## src/rtl/fetch_if.sv

```systemverilog
`default_nettype none
// ============================================================================
// Module   : fetch_if
// Brief    : Instruction-memory, instruction-queue and redirect signals of the
//            fetch stage, bundled with master (fetch side) and slave modports.
// Revision : 1.0
// ============================================================================
interface fetch_if;
    logic [31:0] imem_addr;
    logic [3:0]  imem_rmask;
    logic [31:0] imem_rdata;
    logic        imem_resp;
    logic        enqueue;
    logic [63:0] enqueue_wdata;
    logic        is_full;
    logic        redirect_valid;
    logic [31:0] redirect_pc;

    modport master (
        output imem_addr, imem_rmask, enqueue, enqueue_wdata,
        input  imem_rdata, imem_resp, is_full, redirect_valid, redirect_pc
    );

    modport slave (
        input  imem_addr, imem_rmask, enqueue, enqueue_wdata,
        output imem_rdata, imem_resp, is_full, redirect_valid, redirect_pc
    );
endinterface
`default_nettype wire

```

## src/rtl/fetch_unit.sv

```systemverilog
`default_nettype none
// ============================================================================
// Module   : fetch_unit
// Brief    : Owns the PC, issues one imem read at a time and pushes
//            {pc, inst} entries into the instruction queue.
// Revision : 1.0
// ============================================================================
module fetch_unit #(
    parameter logic [31:0] RESET_PC = 32'h1eceb000
) (
    input  wire logic clk,
    input  wire logic rst,
    fetch_if.master   bus
);

    localparam logic [1:0] S_IDLE = 2'd0;
    localparam logic [1:0] S_WAIT = 2'd1;
    localparam logic [1:0] S_HOLD = 2'd2;

    logic [1:0]  r_state;
    logic [1:0]  w_state_nxt;
    logic [31:0] r_pc;
    logic [31:0] w_pc_nxt;
    logic [31:0] w_pc_inc;
    logic        r_stale;
    logic        w_stale_nxt;
    logic [31:0] r_hold_inst;
    logic [31:0] w_hold_nxt;
    logic [3:0]  w_rmask;
    logic        w_enqueue;
    logic [63:0] w_enqueue_wdata;

    assign w_pc_inc = r_pc + 32'd4;

    always_ff @(posedge clk) begin
        if (rst) begin
            r_state     <= S_IDLE;
            r_pc        <= RESET_PC;
            r_stale     <= 1'b0;
            r_hold_inst <= 32'h0;
        end else begin
            r_state     <= w_state_nxt;
            r_pc        <= w_pc_nxt;
            r_stale     <= w_stale_nxt;
            r_hold_inst <= w_hold_nxt;
        end
    end

    always_comb begin
        w_state_nxt = r_state;
        w_pc_nxt    = r_pc;
        w_stale_nxt = r_stale;
        w_hold_nxt  = r_hold_inst;
        case (r_state)
            S_IDLE: begin
                if (bus.redirect_valid) begin
                    w_pc_nxt = bus.redirect_pc;
                end else begin
                    w_state_nxt = S_WAIT;
                end
            end
            S_WAIT: begin
                if (bus.redirect_valid && !bus.imem_resp) begin
                    // Read still in flight: remember to drop its response.
                    w_pc_nxt    = bus.redirect_pc;
                    w_stale_nxt = 1'b1;
                end else if (bus.redirect_valid) begin
                    w_pc_nxt    = bus.redirect_pc;
                    w_stale_nxt = 1'b0;
                    w_state_nxt = S_IDLE;
                end else if (bus.imem_resp && r_stale) begin
                    w_stale_nxt = 1'b0;
                    w_state_nxt = S_IDLE;
                end else if (bus.imem_resp && !bus.is_full) begin
                    w_pc_nxt    = w_pc_inc;
                    w_state_nxt = S_IDLE;
                end else if (bus.imem_resp) begin
                    w_hold_nxt  = bus.imem_rdata;
                    w_state_nxt = S_HOLD;
                end
            end
            S_HOLD: begin
                if (bus.redirect_valid) begin
                    w_pc_nxt    = bus.redirect_pc;
                    w_state_nxt = S_IDLE;
                end else if (!bus.is_full) begin
                    w_pc_nxt    = w_pc_inc;
                    w_state_nxt = S_IDLE;
                end
            end
            default: begin
                w_state_nxt = S_IDLE;
            end
        endcase
    end

    always_comb begin
        w_rmask         = 4'h0;
        w_enqueue       = 1'b0;
        w_enqueue_wdata = 64'h0;
        if (!rst) begin
            case (r_state)
                S_IDLE: begin
                    if (!bus.redirect_valid) begin
                        w_rmask = 4'hF;
                    end
                end
                S_WAIT: begin
                    if (bus.imem_resp && !r_stale && !bus.redirect_valid && !bus.is_full) begin
                        w_enqueue       = 1'b1;
                        w_enqueue_wdata = {r_pc, bus.imem_rdata};
                    end
                end
                S_HOLD: begin
                    if (!bus.redirect_valid && !bus.is_full) begin
                        w_enqueue       = 1'b1;
                        w_enqueue_wdata = {r_pc, r_hold_inst};
                    end
                end
                default: begin
                    w_rmask = 4'h0;
                end
            endcase
        end
    end

    assign bus.imem_addr     = r_pc;
    assign bus.imem_rmask    = w_rmask;
    assign bus.enqueue       = w_enqueue;
    assign bus.enqueue_wdata = w_enqueue_wdata;

endmodule
`default_nettype wire

```

## src/flat_wrapper.sv

```systemverilog
// flat-port wrapper written by rule: the top's interface ports become plain ports
module fetch_unit_flat 
#(
    parameter logic [31:0] RESET_PC = 32'h1eceb000
)
  (clk, rst, bus_imem_addr, bus_imem_rmask, bus_enqueue, bus_enqueue_wdata, bus_imem_rdata, bus_imem_resp, bus_is_full, bus_redirect_valid, bus_redirect_pc);
  fetch_if bus_i ();
  input  wire logic clk;
  input  wire logic rst;
  output wire logic [$bits(bus_i.imem_addr)-1:0] bus_imem_addr;
  output wire logic [$bits(bus_i.imem_rmask)-1:0] bus_imem_rmask;
  output wire logic [$bits(bus_i.enqueue)-1:0] bus_enqueue;
  output wire logic [$bits(bus_i.enqueue_wdata)-1:0] bus_enqueue_wdata;
  input wire logic [$bits(bus_i.imem_rdata)-1:0] bus_imem_rdata;
  input wire logic [$bits(bus_i.imem_resp)-1:0] bus_imem_resp;
  input wire logic [$bits(bus_i.is_full)-1:0] bus_is_full;
  input wire logic [$bits(bus_i.redirect_valid)-1:0] bus_redirect_valid;
  input wire logic [$bits(bus_i.redirect_pc)-1:0] bus_redirect_pc;
  assign bus_imem_addr = bus_i.imem_addr;
  assign bus_imem_rmask = bus_i.imem_rmask;
  assign bus_enqueue = bus_i.enqueue;
  assign bus_enqueue_wdata = bus_i.enqueue_wdata;
  assign bus_i.imem_rdata = bus_imem_rdata;
  assign bus_i.imem_resp = bus_imem_resp;
  assign bus_i.is_full = bus_is_full;
  assign bus_i.redirect_valid = bus_redirect_valid;
  assign bus_i.redirect_pc = bus_redirect_pc;
  fetch_unit #(.RESET_PC(RESET_PC)) u_core (.clk(clk), .rst(rst), .bus(bus_i));
endmodule
```

## config.mk

```make
export PLATFORM = sky130hd
export DESIGN_NAME = fetch_unit_flat
export DESIGN_NICKNAME = d
export VERILOG_FILES = /design/src/rtl/fetch_if.sv /design/src/rtl/fetch_unit.sv /design/src/flat_wrapper.sv
export SDC_FILE = /design/constraint.sdc
export NUM_CORES = 1
export LEC_CHECK = 0
export ABC_AREA = 0
export ABC_CLOCK_PERIOD_IN_PS = 2400
export CAP_MARGIN = 20
export CORE_MARGIN = 4
export CORE_UTILIZATION = 39
export CTS_CLUSTER_DIAMETER = 50
export CTS_CLUSTER_SIZE = 20
export DETAILED_ROUTE_END_ITERATION = 7
export GPL_ROUTABILITY_DRIVEN = 0
export HOLD_SLACK_MARGIN = 0.02
export PLACE_DENSITY_LB_ADDON = 0.15
export SLEW_MARGIN = 40
export SYNTH_ARGS = -nofsm -noshare
export SYNTH_HDL_FRONTEND = slang
export SYNTH_SLANG_ARGS = --single-unit
```

## constraint.sdc

```tcl
create_clock -name clk -period 2.4 [get_ports clk]
set_input_delay 0.6 -clock clk [delete_from_list [all_inputs] [get_ports clk]]
set_output_delay 0.6 -clock clk [all_outputs]
set_load 0.02 [all_outputs]
```

* Yosys cells after proc, flatten, opt, wreduce, memory -nomap -nowiden *
Cells that the tools add are included.

storage, ports and cells
  bits of input ports = 69
  logic and storage cells = 67
  register bits after elaboration = 67

operators by class
  bitwise operators = 4
  reduce and logical (&&, ||, !) cells = 18
  add/sub/neg operators = 1
  equality and inequality tests = 9
  muxes and demuxes = 31

operators by type and width
  operator               number
  $mux 32                7
  $mux 64                3
  $pmux 64 s2            1
  $pmux 32 s3            1
  $add 32x3->32 const B  1
  $mux 2                 8
  $mux 4                 3
  $logic_and 1x1->1      7
  $mux 1                 6
  $ne 2x2->1 const B     3
  $pmux 2 s3             1
  $reduce_and 6->1       1
  $reduce_bool 3->1      2
  $ne 5x3->1 const B     1
  $reduce_and 5->1       1
  $logic_not 1->1        4
  $ne 4x2->1 const B     1
  $ne 4x3->1 const B     1
  $not 1->1              4
  $reduce_and 4->1       1
  $ne 3x3->1 const B     1
  $eq 2x1->1 const B     1
  $eq 2x2->1 const B     1
  $logic_not 2->1        1
  other kinds (2)        2

* Depth between registers and ports, before layout *
  word-level depth = 7
  depth in mapped cells = 10
  gate-level depth less buffers = 7

* Least setup slack after synthesis *
Ideal clock, no wire load.

  path type = input to output
  start = input bus_redirect_valid
  end = output bus_enqueue_wdata[52]
  cell stages on the path = 6
  path slack = -0.345 ns
  arrival = 2.145 ns
  cell sequence = clkbuf_1 -> nor3b_1 -> nor2_1 -> nor2_1 -> clkbuf_1 -> and2_1

between the ends
  word-level cells in the longest chain between the ends = 6

ends and longest elaborated chain
  element                         line                text
  start: declaration              flat_wrapper.sv:17  input wire logic [$bits(bus_i.redirect_valid)-1:0] bus_redirect_valid;
  $logic_not 1->1 *               -
  $logic_and 1x1->1 (2 in a row)  fetch_unit.sv:109   if (bus.imem_resp && !r_stale && !bus.redirect_valid && !bus.is_full) begin
  $mux 64                         fetch_unit.sv:109
  $pmux 64 s2 *                   fetch_unit.sv:102   case (r_state)
  $mux 64 *                       fetch_unit.sv:101   if (!rst) begin
  end: declaration                flat_wrapper.sv:13  output wire logic [$bits(bus_i.enqueue_wdata)-1:0] bus_enqueue_wdata;

Every way passes the cells marked *; elsewhere a longest branch is shown, timed or not.

* Worst setup path in the final report *
  start = register u_core.r_state[0]
  end = output bus_enqueue_wdata[45]

between the ends
  word-level cells in the longest chain between the ends = 3

ends and longest elaborated chain
  element                                   line               text
  start: declaration                        fetch_unit.sv:20   logic [1:0] r_state;
  start signal: assignment                  fetch_unit.sv:42   r_state <= w_state_nxt;
  $eq 2x2->1 or $eq 2x1->1 (tied branches)  fetch_unit.sv:102
  $pmux 64 s2 *                             fetch_unit.sv:102
  $mux 64 *                                 fetch_unit.sv:101

Marks and branches as above.

==> qor.tcl <==
set qor(outcome) {finished, violations left}
set qor(violations_in_the_final_reports) {negative setup slack}
set qor(cp_data_arrival_time_ns) 1.93
set qor(synth.net_count) 671
set qor(detailroute.via_count) 5432
set qor(synth_top_area_share_pct) 31.55
set qor(number_of_drc_violations_after_detailed_routing_iteration_0) 478
set qor(max_cap_violations) 0
set qor(synth_cells) 597
set qor(postLayoutCellArea_mm2) 0.007408
set qor(register_bit_count_reported_by_yosys) 67
set qor(cts_root_buffer) {sky130_fd_sc_hd__clkbuf_8}
set qor(holdCritPathClass) {flop to flop}
set qor(worst_clock_skew_ns) 0.008887
set qor(cp-start-kind) {flop}
set qor(required_arrival_time_at_the_worst_endpoint_ns) 1.80
set qor(type_of_the_worst_setup_path) {flop to output pin}
set qor(leakage_uw) 0.002746
set qor(die_width_um) 112.4
set qor(gr-total-overflow) 0
set qor(power.ir.vdd_worst_uv) 404.3
set qor(synthToLayoutAreaGrowth_pct) 74.25
set qor(synth_area_per_cell_um2) 7.122
set qor(synthArstFlopShare_pct) 0
set qor(wire_per_inst_um) 18.47
set qor(synth_area_mm2) 0.004252
set qor(initial_antenna_violation_count) 0
set qor(synth.yosys.warnings) 0
set qor(fin_setup_tns_ns) -5.336
set qor(timing.critical_path.mode_cell) {sky130_fd_sc_hd__buf_6}
set qor(p_per_area_mw_per_mm2) 548.0
set qor(synth-edff-count) 0
set qor(synth.lib_cells_used.distinct) 58
set qor(drive_gt1_share_pct) 34.90
set qor(netlist.top_cell.by_area) {sky130_fd_sc_hd__dfxtp_1}
set qor(wirelength_um) 17430
set qor(die_area_mm2) 0.01264
set qor(hold_viol_final) 0
set qor(critical_path.max_stage_delay_ns) 0.38
set qor(tightestPinTransition_ns) 0.8265
set qor(dpl_cell_area_mm2) 0.006576
set qor(end_kind) {output pin}
set qor(crit_path_top_delay_cell) {sky130_fd_sc_hd__dfxtp_4}
set qor(grt.total_usage_pct) 24.84
set qor(die_h_um) 112.4
set qor(clock_tree.buffer_depth) 2
set qor(grt_pass1_vias) 5232
set qor(crit_path_max_fanout) 8
set qor(ant_nets) 0
set qor(grt_max_degree) 74
set qor(drt-pass1-iter-count) 5
set qor(number_of_buffers_added_by_the_clock_tree_synthesis_step) 9
set qor(setup_viol_count_final) 61
set qor(max_clock_freq_mhz) 395.4
set qor(ordered_list_of_cells_on_the_worst_path) {buf_6 > ha_4 > nand2b_4 > nor2b_4 > nor2_4 > nor2_4 > buf_6 > buf_12 > and2_4 > buf_6}
set qor(initial_utilization_pct) 40.64
set qor(num_rows) 37
set qor(clock-sinks) 67
set qor(final-max-slew-violation-count) 0
set qor(nets) 877
set qor(drc) 0
set qor(slew_headroom_pct) 44.90
set qor(timing.final.ws_setup_ns) -0.1289
set qor(clock_tree_from_tritoncts) {built}
set qor(synth_area_leaders) {sky130_fd_sc_hd__dfxtp_1 (32%), sky130_fd_sc_hd__nand2_1 (9.2%), sky130_fd_sc_hd__a22oi_1 (6.9%)}
set qor(clkTransAtPathRegs_ns) 0.08
set qor(io_buffers) 169
set qor(dpl.hpwl_um) 11100
set qor(worst_skew_pair.late_latency_ns) 0.35
set qor(fp.coreArea_mm2) 0.01046
set qor(cts-htree-levels) 3
set qor(synth_flop_cell) {sky130_fd_sc_hd__dfxtp_1}
set qor(final.min_clock_period_ns) 2.529
set qor(grt_setup_unrepaired) {true}
set qor(via_per_inst) 5.754
set qor(pin_count) 170
set qor(finalCritPeriodShare_pct) 105.4
set qor(grt_pass1_wl_um) 26060
set qor(sequential_fraction_of_the_synthesis_area_pct) 31.55
set qor(num_antenna_cells) 0
==> per-layer routing <==
| layer | vias up | share of wire, % | track usage [%] |
|---|---|---|---|
| met4 | 0 | 1.6 | 7.051 |
| met3 | 30 | 8.7 | 5.229 |
| met1 | 2570 | 41 | 32.71 |
| met2 | 293 | 48 | 41.12 |
| li1 | 2539 | - | - |
| met5 | - | 0 | 0 |
==> where the power goes <==
| part | internal (µW) | total (µW) | switching [µW] |
|---|---|---|---|
| clock network | 641 | 1100 | 457 |
| registers | 1230 | 1420 | 193 |
| logic | 739 | 1540 | 798 |
| total | 2610 | 4060 | 1450 |
==> area by class of cell <==
class	instances	area (µm²)
clock buffers	12	155.1
clock inverters	4	72.57
fillers	833	3054
inverters	9	38.79
multi-input cells	468	3060
flip-flops and latches	67	1349
well taps	136	170.2
repair buffers	248	2562
==> critical path, delay by kind of cell, from the launching register on <==
kind	cells	cell delay (ns)
and+or+nand+nor	5	0.57
buffers and inverters	4	0.48
DFF	1	0.38
adders and majority gates	1	0.15
==> timing repair <==
item,in CTS,in global routing
setup buffers,10,1
gates cloned,3,6
pin swaps,8,20
endpoints found under the setup margin,69,65
hold buffers,0,0
hold endpoints to repair,0,0
resized for setup,410,61
==> cell usage in the layout (no fill, tap or decap), types with 11 or more instances in the layout <==
| master | n |
|---|---|
| sky130_fd_sc_hd__nand2_1 | 104 |
| sky130_fd_sc_hd__clkdlybuf4s50_1 | 96 |
| sky130_fd_sc_hd__dfxtp_1 | 65 |
| sky130_fd_sc_hd__buf_4 | 64 |
| sky130_fd_sc_hd__buf_6 | 62 |
| sky130_fd_sc_hd__a21oi_1 | 55 |
| sky130_fd_sc_hd__nor2_1 | 33 |
| sky130_fd_sc_hd__nor2_2 | 30 |
| sky130_fd_sc_hd__and2_4 | 29 |
| sky130_fd_sc_hd__a22oi_2 | 28 |
| sky130_fd_sc_hd__o21ai_0 | 25 |
| sky130_fd_sc_hd__nand3_1 | 18 |
| sky130_fd_sc_hd__nor3_1 | 16 |
| sky130_fd_sc_hd__a22oi_1 | 11 |
| sky130_fd_sc_hd__clkbuf_8 | 11 |
==> through the flow <==
step           std cells  util, %  worst slack [ns]  hold WS [ns]  total power [µW]
2_1_floorplan        597        -          0.003349        0.4368              2145
3_3_place_gp         910    62.86           -0.9456        0.4414              2825
3_5_place_dp         910    62.86            -1.020        0.4502              2857
4_1_cts              939    67.66           -0.1147        0.4601              4005
5_1_grt              944    70.81           -0.2009        0.4760              4251
6_report             944    70.81           -0.1289        0.4653              4060
==> cells by family (layout without fill, tap and decap cells) <==
logic type      Yosys count  count (layout)  synth area share (%)
compound gates          171             171                 27.05
xor+xnor                  6               6                 1.236
fa+ha+maj                 5               5                 1.471
simple gates            282             282                 31.84
mux                       4               4                0.9418
buf+inv                  62             273                 5.915
flops                    67              67                 31.55
==> path summary, 6_finish.rpt <==
kind | from | end | slack (ns) | cells past startpoint
setup / recovery | u_core.r_state[0] | bus_enqueue_wdata[45] | -0.13 | 10
hold / removal | u_core.r_hold_inst[5] | u_core.r_hold_inst[5] | 0.47 | 2
setup reg to reg | u_core.r_state[0] | u_core.bus.imem_addr[2] | 0.18 | 10
hold reg to reg | u_core.r_hold_inst[5] | u_core.r_hold_inst[5] | 0.47 | 2
==> cells in the mapped netlist (all sizes together) (2+ instances only) <==
master  number
nand2      104
dfxtp       67
nor2        65
a21oi       55
clkbuf      42
a22oi       39
and2        32
o21ai       26
nor3        19
nand3       18
buf         11
nor4        11
inv          9
nand2b       9
a21o         6
nand4        6
a211oi       5
a221o        5
a221oi       5
ha           5
mux2i        4
o31ai        4
xnor2        4
a22o         3
a31oi        3
and3         3
nor3b        3
a311o        2
a31o         2
and4         2
nor2b        2
o211ai       2
o21a         2
o221ai       2
o41ai        2
or3          2
or4          2
xor2         2
==> flip-flops by register name, summed over array words and instances (netlist names) <==
signal                count
u_core.bus.imem_addr     32
u_core.r_stale            1
u_core.r_state            2
u_core.r_hold_inst       32
No activity file was read; power rests on OpenSTA's default activity.
